==> src/rtl/hazard_stall_ctrl_if.sv <==
// Decoder-side bundle for the hazard/stall scheduler: D/E/M hazard operands in, pipeline
// enables and flushes out. Signal names follow the pipeline's stage-suffix naming.
interface hazard_stall_ctrl_if;
    logic [4:0]  A1_D;
    logic [4:0]  A2_D;
    logic [1:0]  TuseRs_D;
    logic [1:0]  TuseRt_D;
    logic [4:0]  A3_E;
    logic [2:0]  Tnew_E;
    logic [4:0]  A3_M;
    logic [2:0]  Tnew_M;
    logic        MdStart_E;
    logic        MdIsDiv_E;
    logic        MdUse_D;
    logic        Eret_D;
    logic        ExcReq;
    logic        Stall_FD;
    logic        Flush_FD;
    logic        Flush_DE;
    logic        MdBusy;
    logic [1:0]  State;
    logic [31:0] StallCount;

    modport slave (
        input  A1_D, A2_D, TuseRs_D, TuseRt_D, A3_E, Tnew_E, A3_M, Tnew_M,
        input  MdStart_E, MdIsDiv_E, MdUse_D, Eret_D, ExcReq,
        output Stall_FD, Flush_FD, Flush_DE, MdBusy, State, StallCount
    );

    modport master (
        output A1_D, A2_D, TuseRs_D, TuseRt_D, A3_E, Tnew_E, A3_M, Tnew_M,
        output MdStart_E, MdIsDiv_E, MdUse_D, Eret_D, ExcReq,
        input  Stall_FD, Flush_FD, Flush_DE, MdBusy, State, StallCount
    );
endinterface

==> src/rtl/hazard_stall_ctrl.sv <==
// Five-stage pipeline stall/flush scheduler: Tuse/Tnew register hazards, mult/div busy
// countdown, exception/eret flush ordering. Define STALL_CNT_EN to get a stall-cycle counter.
module hazard_stall_ctrl #(
    parameter int MULT_CYCLES = 5,
    parameter int DIV_CYCLES  = 10
) (
    input  logic               clk,
    input  logic               reset,
    hazard_stall_ctrl_if.slave bus
);

    localparam int MAX_CYCLES = (DIV_CYCLES > MULT_CYCLES) ? DIV_CYCLES : MULT_CYCLES;
    localparam int CNT_W      = ($clog2(MAX_CYCLES + 1) < 4) ? 4 : $clog2(MAX_CYCLES + 1);

    localparam logic [1:0] ST_RUN = 2'd0;
    localparam logic [1:0] ST_EXC = 2'd1;

    logic [CNT_W-1:0] r_count;
    logic [1:0]       r_state;
    logic             w_stall_rs;
    logic             w_stall_rt;
    logic             w_stall_md;
    logic             w_stall;
    logic             w_in_exc;
    logic             w_md_busy;
    logic             w_stall_fd;
    logic             w_flush_fd;
    logic             w_flush_de;

    // Producer still further from ready than the consumer can tolerate; equal means forward.
    assign w_stall_rs = (bus.A1_D != 5'd0) &&
                        (((bus.A1_D == bus.A3_E) && (bus.Tnew_E > {1'b0, bus.TuseRs_D})) ||
                         ((bus.A1_D == bus.A3_M) && (bus.Tnew_M > {1'b0, bus.TuseRs_D})));

    assign w_stall_rt = (bus.A2_D != 5'd0) &&
                        (((bus.A2_D == bus.A3_E) && (bus.Tnew_E > {1'b0, bus.TuseRt_D})) ||
                         ((bus.A2_D == bus.A3_M) && (bus.Tnew_M > {1'b0, bus.TuseRt_D})));

    assign w_md_busy  = (r_count != '0);
    assign w_stall_md = bus.MdUse_D && (w_md_busy || bus.MdStart_E);
    assign w_stall    = w_stall_rs || w_stall_rt || w_stall_md;

    // Encodings 2 and 3 are unreachable and behave as RUN.
    assign w_in_exc   = (r_state == ST_EXC);

    // NOTE: non-blocking assignments for all flop state so every register samples pre-edge values.
    always_ff @(posedge clk or posedge reset) begin
        if (reset) begin
            r_count <= '0;
        end else if (bus.MdStart_E) begin
            r_count <= bus.MdIsDiv_E ? CNT_W'(DIV_CYCLES) : CNT_W'(MULT_CYCLES);
        end else if (w_md_busy) begin
            r_count <= r_count - CNT_W'(1);
        end
    end

    always_ff @(posedge clk or posedge reset) begin
        if (reset) begin
            r_state <= ST_RUN;
        end else begin
            r_state <= bus.ExcReq ? ST_EXC : ST_RUN;
        end
    end

    // NOTE: every output gets a default first so no path through the priority chain infers a latch.
    always_comb begin
        w_stall_fd = 1'b0;
        w_flush_fd = 1'b0;
        w_flush_de = 1'b0;
        if (reset) begin
            w_stall_fd = 1'b0;
        end else if (bus.ExcReq || w_in_exc) begin
            w_flush_fd = 1'b1;
            w_flush_de = 1'b1;
        end else if (w_stall) begin
            w_stall_fd = 1'b1;
            w_flush_de = 1'b1;
        end else if (bus.Eret_D) begin
            w_flush_fd = 1'b1;
        end
    end

    assign bus.Stall_FD = w_stall_fd;
    assign bus.Flush_FD = w_flush_fd;
    assign bus.Flush_DE = w_flush_de;
    assign bus.MdBusy   = w_md_busy;
    assign bus.State    = r_state;

`ifdef STALL_CNT_EN
    logic [31:0] r_stall_count;

    always_ff @(posedge clk or posedge reset) begin
        if (reset) begin
            r_stall_count <= 32'h0;
        end else if (w_stall_fd) begin
            r_stall_count <= r_stall_count + 32'd1;
        end
    end

    assign bus.StallCount = r_stall_count;
`else
    assign bus.StallCount = 32'h0;
`endif

endmodule

==> src/flat_wrapper.sv <==
// flat-port wrapper written by rule: the top's interface ports become plain ports
module hazard_stall_ctrl_flat 
#(
    parameter int MULT_CYCLES = 5,
    parameter int DIV_CYCLES  = 10
)
  (clk, reset, bus_A1_D, bus_A2_D, bus_TuseRs_D, bus_TuseRt_D, bus_A3_E, bus_Tnew_E, bus_A3_M, bus_Tnew_M, bus_MdStart_E, bus_MdIsDiv_E, bus_MdUse_D, bus_Eret_D, bus_ExcReq, bus_Stall_FD, bus_Flush_FD, bus_Flush_DE, bus_MdBusy, bus_State, bus_StallCount);
  hazard_stall_ctrl_if bus_i ();
  input  logic clk;
  input  logic reset;
  input wire logic [$bits(bus_i.A1_D)-1:0] bus_A1_D;
  input wire logic [$bits(bus_i.A2_D)-1:0] bus_A2_D;
  input wire logic [$bits(bus_i.TuseRs_D)-1:0] bus_TuseRs_D;
  input wire logic [$bits(bus_i.TuseRt_D)-1:0] bus_TuseRt_D;
  input wire logic [$bits(bus_i.A3_E)-1:0] bus_A3_E;
  input wire logic [$bits(bus_i.Tnew_E)-1:0] bus_Tnew_E;
  input wire logic [$bits(bus_i.A3_M)-1:0] bus_A3_M;
  input wire logic [$bits(bus_i.Tnew_M)-1:0] bus_Tnew_M;
  input wire logic [$bits(bus_i.MdStart_E)-1:0] bus_MdStart_E;
  input wire logic [$bits(bus_i.MdIsDiv_E)-1:0] bus_MdIsDiv_E;
  input wire logic [$bits(bus_i.MdUse_D)-1:0] bus_MdUse_D;
  input wire logic [$bits(bus_i.Eret_D)-1:0] bus_Eret_D;
  input wire logic [$bits(bus_i.ExcReq)-1:0] bus_ExcReq;
  output wire logic [$bits(bus_i.Stall_FD)-1:0] bus_Stall_FD;
  output wire logic [$bits(bus_i.Flush_FD)-1:0] bus_Flush_FD;
  output wire logic [$bits(bus_i.Flush_DE)-1:0] bus_Flush_DE;
  output wire logic [$bits(bus_i.MdBusy)-1:0] bus_MdBusy;
  output wire logic [$bits(bus_i.State)-1:0] bus_State;
  output wire logic [$bits(bus_i.StallCount)-1:0] bus_StallCount;
  assign bus_i.A1_D = bus_A1_D;
  assign bus_i.A2_D = bus_A2_D;
  assign bus_i.TuseRs_D = bus_TuseRs_D;
  assign bus_i.TuseRt_D = bus_TuseRt_D;
  assign bus_i.A3_E = bus_A3_E;
  assign bus_i.Tnew_E = bus_Tnew_E;
  assign bus_i.A3_M = bus_A3_M;
  assign bus_i.Tnew_M = bus_Tnew_M;
  assign bus_i.MdStart_E = bus_MdStart_E;
  assign bus_i.MdIsDiv_E = bus_MdIsDiv_E;
  assign bus_i.MdUse_D = bus_MdUse_D;
  assign bus_i.Eret_D = bus_Eret_D;
  assign bus_i.ExcReq = bus_ExcReq;
  assign bus_Stall_FD = bus_i.Stall_FD;
  assign bus_Flush_FD = bus_i.Flush_FD;
  assign bus_Flush_DE = bus_i.Flush_DE;
  assign bus_MdBusy = bus_i.MdBusy;
  assign bus_State = bus_i.State;
  assign bus_StallCount = bus_i.StallCount;
  hazard_stall_ctrl #(.MULT_CYCLES(MULT_CYCLES), .DIV_CYCLES(DIV_CYCLES)) u_core (.clk(clk), .reset(reset), .bus(bus_i));
endmodule
==> config.mk <==
export PLATFORM = sky130hd
export DESIGN_NAME = hazard_stall_ctrl_flat
export DESIGN_NICKNAME = d
export VERILOG_FILES = /design/src/rtl/hazard_stall_ctrl_if.sv /design/src/rtl/hazard_stall_ctrl.sv /design/src/flat_wrapper.sv
export SDC_FILE = /design/constraint.sdc
export NUM_CORES = 1
export LEC_CHECK = 0
export BUFFER_PORTS_ARGS = -buffer_cell sky130_fd_sc_hd__buf_4
export CAP_MARGIN = 20
export CORE_UTILIZATION = 35
export DETAILED_ROUTE_END_ITERATION = 10
export HOLD_SLACK_MARGIN = 0.02
export PLACE_DENSITY = 0.79
export RECOVER_POWER = 100
export SYNTH_ARGS = -nofsm -noshare
export SYNTH_HDL_FRONTEND = slang
export SYNTH_SLANG_ARGS = --single-unit
==> constraint.sdc <==
create_clock -name clk -period 2.5 [get_ports clk]
set_clock_uncertainty 0.2 [all_clocks]
set_input_delay 0.375 -clock clk [delete_from_list [all_inputs] [get_ports clk]]
set_output_delay 0.375 -clock clk [all_outputs]
set_load 0.01 [all_outputs]
# Word-level counts from Yosys, hierarchy flattened
# Index checks and enable logic that the tools add are counted.
# totals
elab_cells	42
output_inout_bits	38
ramBits	0
memories	0
rom_bits	0
ff_bits	6
latch_bits	0
# op_classes
mux	13
mul	0
n_lt_le_gt_ge	4
bitwise	0
n_div	0
n_reduce_logical	17
addsub	1
n_eq_ne	5
shifts	0
# ops
operator	n
== test 5 bit	4
greater-than comparator 3 x 2 -> 1 bit	4
2-to-1 mux 4 bit	3
2-to-1 mux 1 bit	10
nonzero test 5 bit	2
logical AND 1 bit	7
logical OR 1 bit	6
nonzero test 4 bit	1
subtractor 4 x 1 -> 4 bit (second input constant)	1
== test 2 x 1 -> 1 bit (second input constant)	1
nonzero test 2 bit	1

# Depth between registers and ports, before layout
# Gate-level depths: netlist of run 1.
# logic_depth
ltp_word	9
mapped_depth	8
depth_no_buf	8

# Least setup slack after synthesis of run 1
# No wires, ideal clock.
# synth_path
path_type	input -> output
start	input port bus_TuseRt_D[1]
end	output port bus_Flush_FD
t_arrival_ns	1.546
required_ns	1.925
stages	7
path_buffers	0
setup_slack_ns	0.379
cell_sequence	inv_1 -> ha_1 -> nor2b_1 -> o311ai_0 -> nor2_1 -> o22ai_2 -> a41o_1
# synth_between
elab_chain_len	9
# synth_lines
item	line_no	text
start: declaration	flat_wrapper.sv:14	input wire logic [$bits(bus_i.TuseRt_D)-1:0] bus_TuseRt_D;
greater-than comparator 3 x 2 -> 1 bit (on tied branches)	hazard_stall_ctrl.sv:36, hazard_stall_ctrl.sv:37	
logical AND 1 bit (on tied branches)	hazard_stall_ctrl.sv:36, hazard_stall_ctrl.sv:37	
logical OR 1 bit *	hazard_stall_ctrl.sv:36	(((bus.A2_D == bus.A3_E) && (bus.Tnew_E > {1'b0, bus.TuseRt_D})) ||
logical AND 1 bit *	hazard_stall_ctrl.sv:35	assign w_stall_rt = (bus.A2_D != 5'd0) &&
logical OR 1 bit * (2 in a row)	hazard_stall_ctrl.sv:41	assign w_stall = w_stall_rs || w_stall_rt || w_stall_md;
2-to-1 mux 1 bit *	hazard_stall_ctrl.sv:75	end else if (w_stall) begin
2-to-1 mux 1 bit *	hazard_stall_ctrl.sv:72	end else if (bus.ExcReq || w_in_exc) begin
2-to-1 mux 1 bit *	hazard_stall_ctrl.sv:70	if (reset) begin
end: declaration	flat_wrapper.sv:25	output wire logic [$bits(bus_i.Flush_FD)-1:0] bus_Flush_FD;
# Mark *: on every way between the ends. The rest lies on a longest branch, timed or not.

# Worst setup path after layout of run 1
# layout_path
start	input port bus_TuseRs_D[1]
end	output port bus_Flush_DE
# layout_between
elab_chain_len	9
# layout_lines
item	line_no	text
start: declaration	flat_wrapper.sv:13	input wire logic [$bits(bus_i.TuseRs_D)-1:0] bus_TuseRs_D;
greater-than comparator 3 x 2 -> 1 bit (on tied branches)	hazard_stall_ctrl.sv:32, hazard_stall_ctrl.sv:33	
logical AND 1 bit (on tied branches)	hazard_stall_ctrl.sv:32, hazard_stall_ctrl.sv:33	
logical OR 1 bit *	hazard_stall_ctrl.sv:32	(((bus.A1_D == bus.A3_E) && (bus.Tnew_E > {1'b0, bus.TuseRs_D})) ||
logical AND 1 bit *	hazard_stall_ctrl.sv:31	assign w_stall_rs = (bus.A1_D != 5'd0) &&
logical OR 1 bit * (2 in a row)	hazard_stall_ctrl.sv:41	
2-to-1 mux 1 bit *	hazard_stall_ctrl.sv:75	
2-to-1 mux 1 bit *	hazard_stall_ctrl.sv:72	
2-to-1 mux 1 bit *	hazard_stall_ctrl.sv:70	
end: declaration	flat_wrapper.sv:26	output wire logic [$bits(bus_i.Flush_DE)-1:0] bus_Flush_DE;
# Marked as above.

==> results of run 1 <==
## worst min path at each step
stage / start / to / cells after the start
2_1_floorplan: reset / u_core.bus.State[0] / 1
3_3_place_gp: reset / u_core.r_count[0] / 2
3_5_place_dp: reset / u_core.bus.State[0] / 2
4_1_cts: bus_ExcReq / u_core.bus.State[0] / 1
5_1_grt: bus_ExcReq / u_core.bus.State[0] / 1
6_report: bus_ExcReq / u_core.bus.State[0] / 1
## what timing repair did
item                                    in CTS  in global routing
cloned                                       0                  0
resized for setup                            1                  1
endpoints found under the setup margin       1                  2
endpoints found under the hold margin        5                  0
hold buffers                                 1                  0
## flip-flops by register name, summed over array words and instances (netlist names)
register / flops
u_core.bus.State: 1
u_core.r_count: 4
## cell usage after synthesis, drive strengths merged
master   count  area share (%)
xor2         4             3.5
a41oi        1            0.86
o21ai        4             2.0
o22ai        2             1.8
xnor2       18              16
nand3b       2             1.5
o31ai        1            0.74
o2111ai      1            0.86
a211oi       3             2.2
o21a         2             1.5
inv         11             4.1
o311ai       1            0.86
dfrtp        5              12
conb         1            0.37
nand4        3             1.8
nor2b        2             1.2
a31oi        1            0.62
ha          10              12
buf         34              25
or4          2             1.5
nor4         2             1.2
nor2         4             1.5
a41o         1            0.99
nand2        6             2.2
mux2i        1            0.99
nand2b       1             1.4
nor3         2            0.99
## layout make-up
type | instances | area share [%]
clock buffers | 4 | 2.11
inverters | 11 | 3.32
multi-input cells | 107 | 57.0
flip-flops and latches | 5 | 10.1
well taps | 31 | 3.12
repair buffers | 43 | 24.4
## worst max-delay path, stage by stage
cell and delay (ns):
buf_4 0.11, inv_1 0.07, ha_1 0.24, a211oi_1 0.31, nor4_1 0.09, o22ai_1 0.27, a41oi_1 0.19, buf_4 0.18
## kinds of logic after synthesis
group | synth area share, %
AO/OA/AOI/OAI | 12.5
XOR/XNOR | 19.0
adder cells (fa/ha/maj) | 12.3
buffers and inverters | 29.2
flip-flops | 12.3
multiplexers | 0.986
other | 0.370
AND/OR/NAND/NOR | 13.3
## where the power goes
group	total (mW)	switching (mW)	leakage (nW)	internal [mW]
clock	0.0974	0.0368	0.0150	0.0606
sequential	0.102	0.00921	0.0585	0.0929
combinational	0.208	0.106	0.541	0.101
## cell usage in the layout (no fill, tap or decap), types with 2 or more instances in the layout
cell	count
nand2_1	6
clkbuf_1	7
dfrtp_1	5
nor2b_1	2
xnor2_1	18
inv_1	11
conb_1	33
buf_4	35
o21a_1	2
xor2_1	4
a211oi_1	3
nand3b_1	2
nor2_1	4
ha_1	10
nand4_1	3
nor4_1	2
or4_1	2
o21ai_0	3
clkbuf_4	4
nor3_1	2
## layer usage
layer / share of wire, % / wire [um] / up-vias
met5: 0 / 0 / -
met4: 0.65 / 14 / 0
met3: 4.5 / 96 / 2
met2: 50 / 1080 / 38
met1: 44 / 951 / 387
li1: - / - / 448
## stage by stage
step	power [mW]	cells	util, %
floorplan	0.267	157	-
global placement	0.313	196	44.7
detailed placement	0.318	196	44.7
CTS	0.417	201	46.1
global route	0.438	201	45.1
finish	0.407	201	45.1
==> results.yml, run 1 <==
final_layout:
  antenna_cells: 0
  design_area_sq_um: 1240
  drive_gt1_share_pct: 24.1
  multiInputGateArea_sq_um: 708
  area_delta_synth_final_pct: 22.4
  register_area_sq_um: 125
  nFillCells: 286
  nets: 218
floorplan:
  die-area_sq_um: 3120
  placeableCoreArea_sq_um: 2760
  die_w_um: 55.8
  row_count: 19
  start_util_pct: 36.8
  die_h_um: 55.8
  io_pins: 75
synthesis:
  netlist-cell-type-count: 28
  ys_ff_latch: 5
  synthCells: 125
  synth_area_sq_um: 1010
  synth_area_per_cell_sq_um: 8.12
  synth_warnings: 0
  seq_area_frac_synth_pct: 12.3
routing:
  vias: 875
  first_pass_iters: 4
  ant_nets: 0
  first_iter_violations: 13
  routedWlPerCell_um: 10.7
  wl_um: 2140
  drc: 0
  vias_per_cell: 4.35
setup_path:
  startpoint_type: "primary input"
  crit_end: "bus_Flush_DE"
  worstRegToRegCells: 7
  cp-end-kind: "output pin"
  r2r-start: "u_core.r_count[0]"
  worstSetupStartpoint: "bus_TuseRs_D[1]"
  crit_path_max_fanout: 3
  ff2ff_setup_slack_ns: 0.91
  critPathKind: "in -> out"
  timing.rr.end: "u_core.r_count[0]"
  cp.arrival_ns: 1.82
  required_ns: 1.92
timing:
  fmax_mhz: 417
  fin_crit_ns: 2.40
  setup_viol: 0
  worst_hold_slack_ns: 0.0725
  final.setup.worst_slack_ns: 0.102
  hold_viol: 0
  tns_ns: 0
  slew_violations: 0
  rsz0062_at_grt: "false"
  min_period_over_period_pct: 95.9
clock_network:
  clk_latency_ns: 0.24
  cts_tree: "built"
  cts_buffer_depth: 2
  cts_made_buffers: 3
  clk_pin_slew_worst_paths_ns: 0.05
  post_cts_buffers: 0
  cts_root_buf: "clkbuf_4"
  clock-sinks: 5
  cts_max_level: 1
placement:
  io_buffers: 41
  place_ws_ns: 0.0683
  hpwl_um: 1870
  place_area_sq_um: 1230
  routabilityCongestion: 0.814
grt:
  grt_max_degree: 7
  grt_util_met1_pct: 17.8
  grt_use_met2_pct: 25.5
  busiest_layer: "met2"
  overflow: 0
  track_usage_pct: 13.8
  grt_pass1_wl_um: 3550
  antenna_found_initial: 0
  grt_pass1_vias: 849
  met3_usage_pct: 0.465
pwr:
  power_density_nw_per_um2: 328
  irDropWorstVdd_v: 0.000217
  p_leak_nw: 0.615
run_status:
  status: "finished clean"
job:
  maxCapViolCount: 0
min_path:
  hold_class: "in -> reg"
Power figures use the tool's default switching activity.
==> inputs of run 2 (changes only) <==
Settings changed: BUFFER_PORTS_ARGS -buffer_cell sky130_fd_sc_hd__buf_4 to default, DONT_BUFFER_PORTS from default to 1, PLACE_DENSITY 0.79 to 0.57, REMOVE_ABC_BUFFERS from default to 1.
==> run 2 against run 1 <==
Design area fell by 22%. Register-to-register slack got worse by 0.03 ns. Via count down 14%. Clock power fell by 5.3%. Die area stayed put. Cell count fell by 20%. Non-clock buffer count decreased by 41. Global-route usage decreased by 1.9 points. First-iteration DRC count fell by 31%.
==> results.yml, run 2 (synthesized netlist as in run 1, its figures left out) <==
final_layout:
  nFillCells: 285
  layout_commonest_cell: "conb_1"
  layout_common_cells: "conb_1 (33), xnor2_1 (18), inv_1 (10), ha_1 (10), nand2_1 (6)"
  area_delta_synth_final_pct: -5.06
  design_area_sq_um: 963
  antenna_cells: 0
  fin_cells: 160
  drive_gt1_share_pct: 5.43
  regMostFlops: "u_core.r_count"
  nets: 177
  largest_reg_flops: 4
timing:
  slew_violations: 0
  setup_viol: 0
  min_period_over_period_pct: 92.5
  worst_hold_slack_ns: 0.0359
  final.setup.worst_slack_ns: 0.188
  fmax_mhz: 432
  hold_viol: 0
  fin_crit_ns: 2.31
  tns_ns: 0
  rsz0062_at_grt: "false"
pwr:
  power_density_nw_per_um2: 353
  p_leak_nw: 0.440
  irDropWorstVdd_v: 0.000211
floorplan:
  placeableCoreArea_sq_um: 2760
  io_pins: 75
  row_count: 19
  die_w_um: 55.8
  die_h_um: 55.8
  die-area_sq_um: 3120
  start_util_pct: 36.8
placement:
  place_area_sq_um: 918
  place_ws_ns: 0.200
  hpwl_um: 1710
  dp.cells: 154
  routabilityCongestion: 0.764
  io_buffers: 0
setup_path:
  startpoint_type: "flip-flop"
  critPathKind: "reg -> out"
  worstRegToRegCells: 8
  cp-end-kind: "output pin"
  crit_end: "bus_Flush_FD"
  r2r-start: "u_core.r_count[0]"
  required_ns: 1.92
  crit_path_max_fanout: 4
  ff2ff_setup_slack_ns: 0.88
  timing.rr.end: "u_core.r_count[1]"
  cp.arrival_ns: 1.74
  worstSetupStartpoint: "u_core.r_count[0]"
clock_network:
  cts_buffer_depth: 2
  clock-sinks: 5
  clk_latency_ns: 0.24
  post_cts_buffers: 0
  clk_pin_slew_worst_paths_ns: 0.04
  cts_tree: "built"
  cts_made_buffers: 3
  cts_root_buf: "clkbuf_4"
  cts_max_level: 1
grt:
  track_usage_pct: 11.9
  antenna_found_initial: 0
  overflow: 0
  grt_pass1_vias: 721
  grt_max_degree: 7
  grt_pass1_wl_um: 3040
routing:
  ant_nets: 0
  vias: 750
  first_iter_violations: 9
  first_pass_iters: 2
  routedWlPerCell_um: 11.8
  drc: 0
  wl_um: 1890
  vias_per_cell: 4.69
min_path:
  hold_class: "in -> reg"
job:
  maxCapViolCount: 0
run_status:
  status: "finished clean"
[run 2: cell count changes in the layout (fill, tap and decap cells not counted)]
cell	before	now
buf_4	35	0
clkbuf_1	7	1
clkbuf_4	4	3
dlygate4sd3_1	1	2
inv_1	11	10
inv_2	0	1
o21ai_1	1	0
o21ai_2	0	1
o311ai_0	0	1
o311ai_1	1	0
[run 2: area by class of cell]
cell class | instances | area, sq um | share of cell area [%]
tap | 31 | 38.8 | 4.03
timing repair buffer | 2 | 20.0 | 2.08
sequential | 5 | 125 | 13.0
clock buffer | 4 | 26.3 | 2.73
multi-input combinational | 107 | 712 | 73.9
inverter | 11 | 41.3 | 4.29
[run 2: what timing repair did]
action / CTS / global route
hold endpoints to repair: 6 / 0
setup endpoints to repair: 2 / 3
hold buffers: 2 / 0
pin swaps: 0 / 1
gates resized for setup: 1 / 2
gates cloned: 0 / 0
[run 2: metal layers]
layer  routed length, um  GRT usage (%)
met1                 733           13.1
met2                 991           21.9
met3                 164           3.26
met4                   0           4.53
met5                   0              0
[run 2: metrics by stage]
stage	total power, mW	utilization [%]
after global routing	0.369	34.9
after global placement	0.243	33.3
final	0.340	34.9
after floorplan	0.228	-
after detailed placement	0.249	33.3
after CTS	0.343	35.0
[run 2: worst min-delay path by stage]
stage | startpoint | endpoint | slack, ns | depth (start not counted)
after CTS | bus_MdStart_E | u_core.r_count[3] | 0.04 | 1
final | bus_MdStart_E | u_core.r_count[3] | 0.04 | 1
after floorplan | reset | u_core.bus.State[0] | -0.04 | 1
after global placement | reset | u_core.r_count[1] | -0.01 | 1
after global routing | bus_MdStart_E | u_core.r_count[1] | 0.03 | 1
after detailed placement | reset | u_core.bus.State[0] | -0.01 | 1
[run 2: critical path, cell delays in order, from the launching register on]
cell,delay (ns)
dfrtp_1,0.40
inv_1,0.09
ha_1,0.17
nand2b_2,0.06
nor2_1,0.21
inv_2,0.12
o21ai_2,0.20
a41o_1,0.24
[run 2: where the power goes]
group / leakage [nW] / internal [mW] / switching, mW
combinational: 0.367 / 0.0651 / 0.0792
clock: 0.0150 / 0.0603 / 0.0319
sequential: 0.0585 / 0.0930 / 0.0104
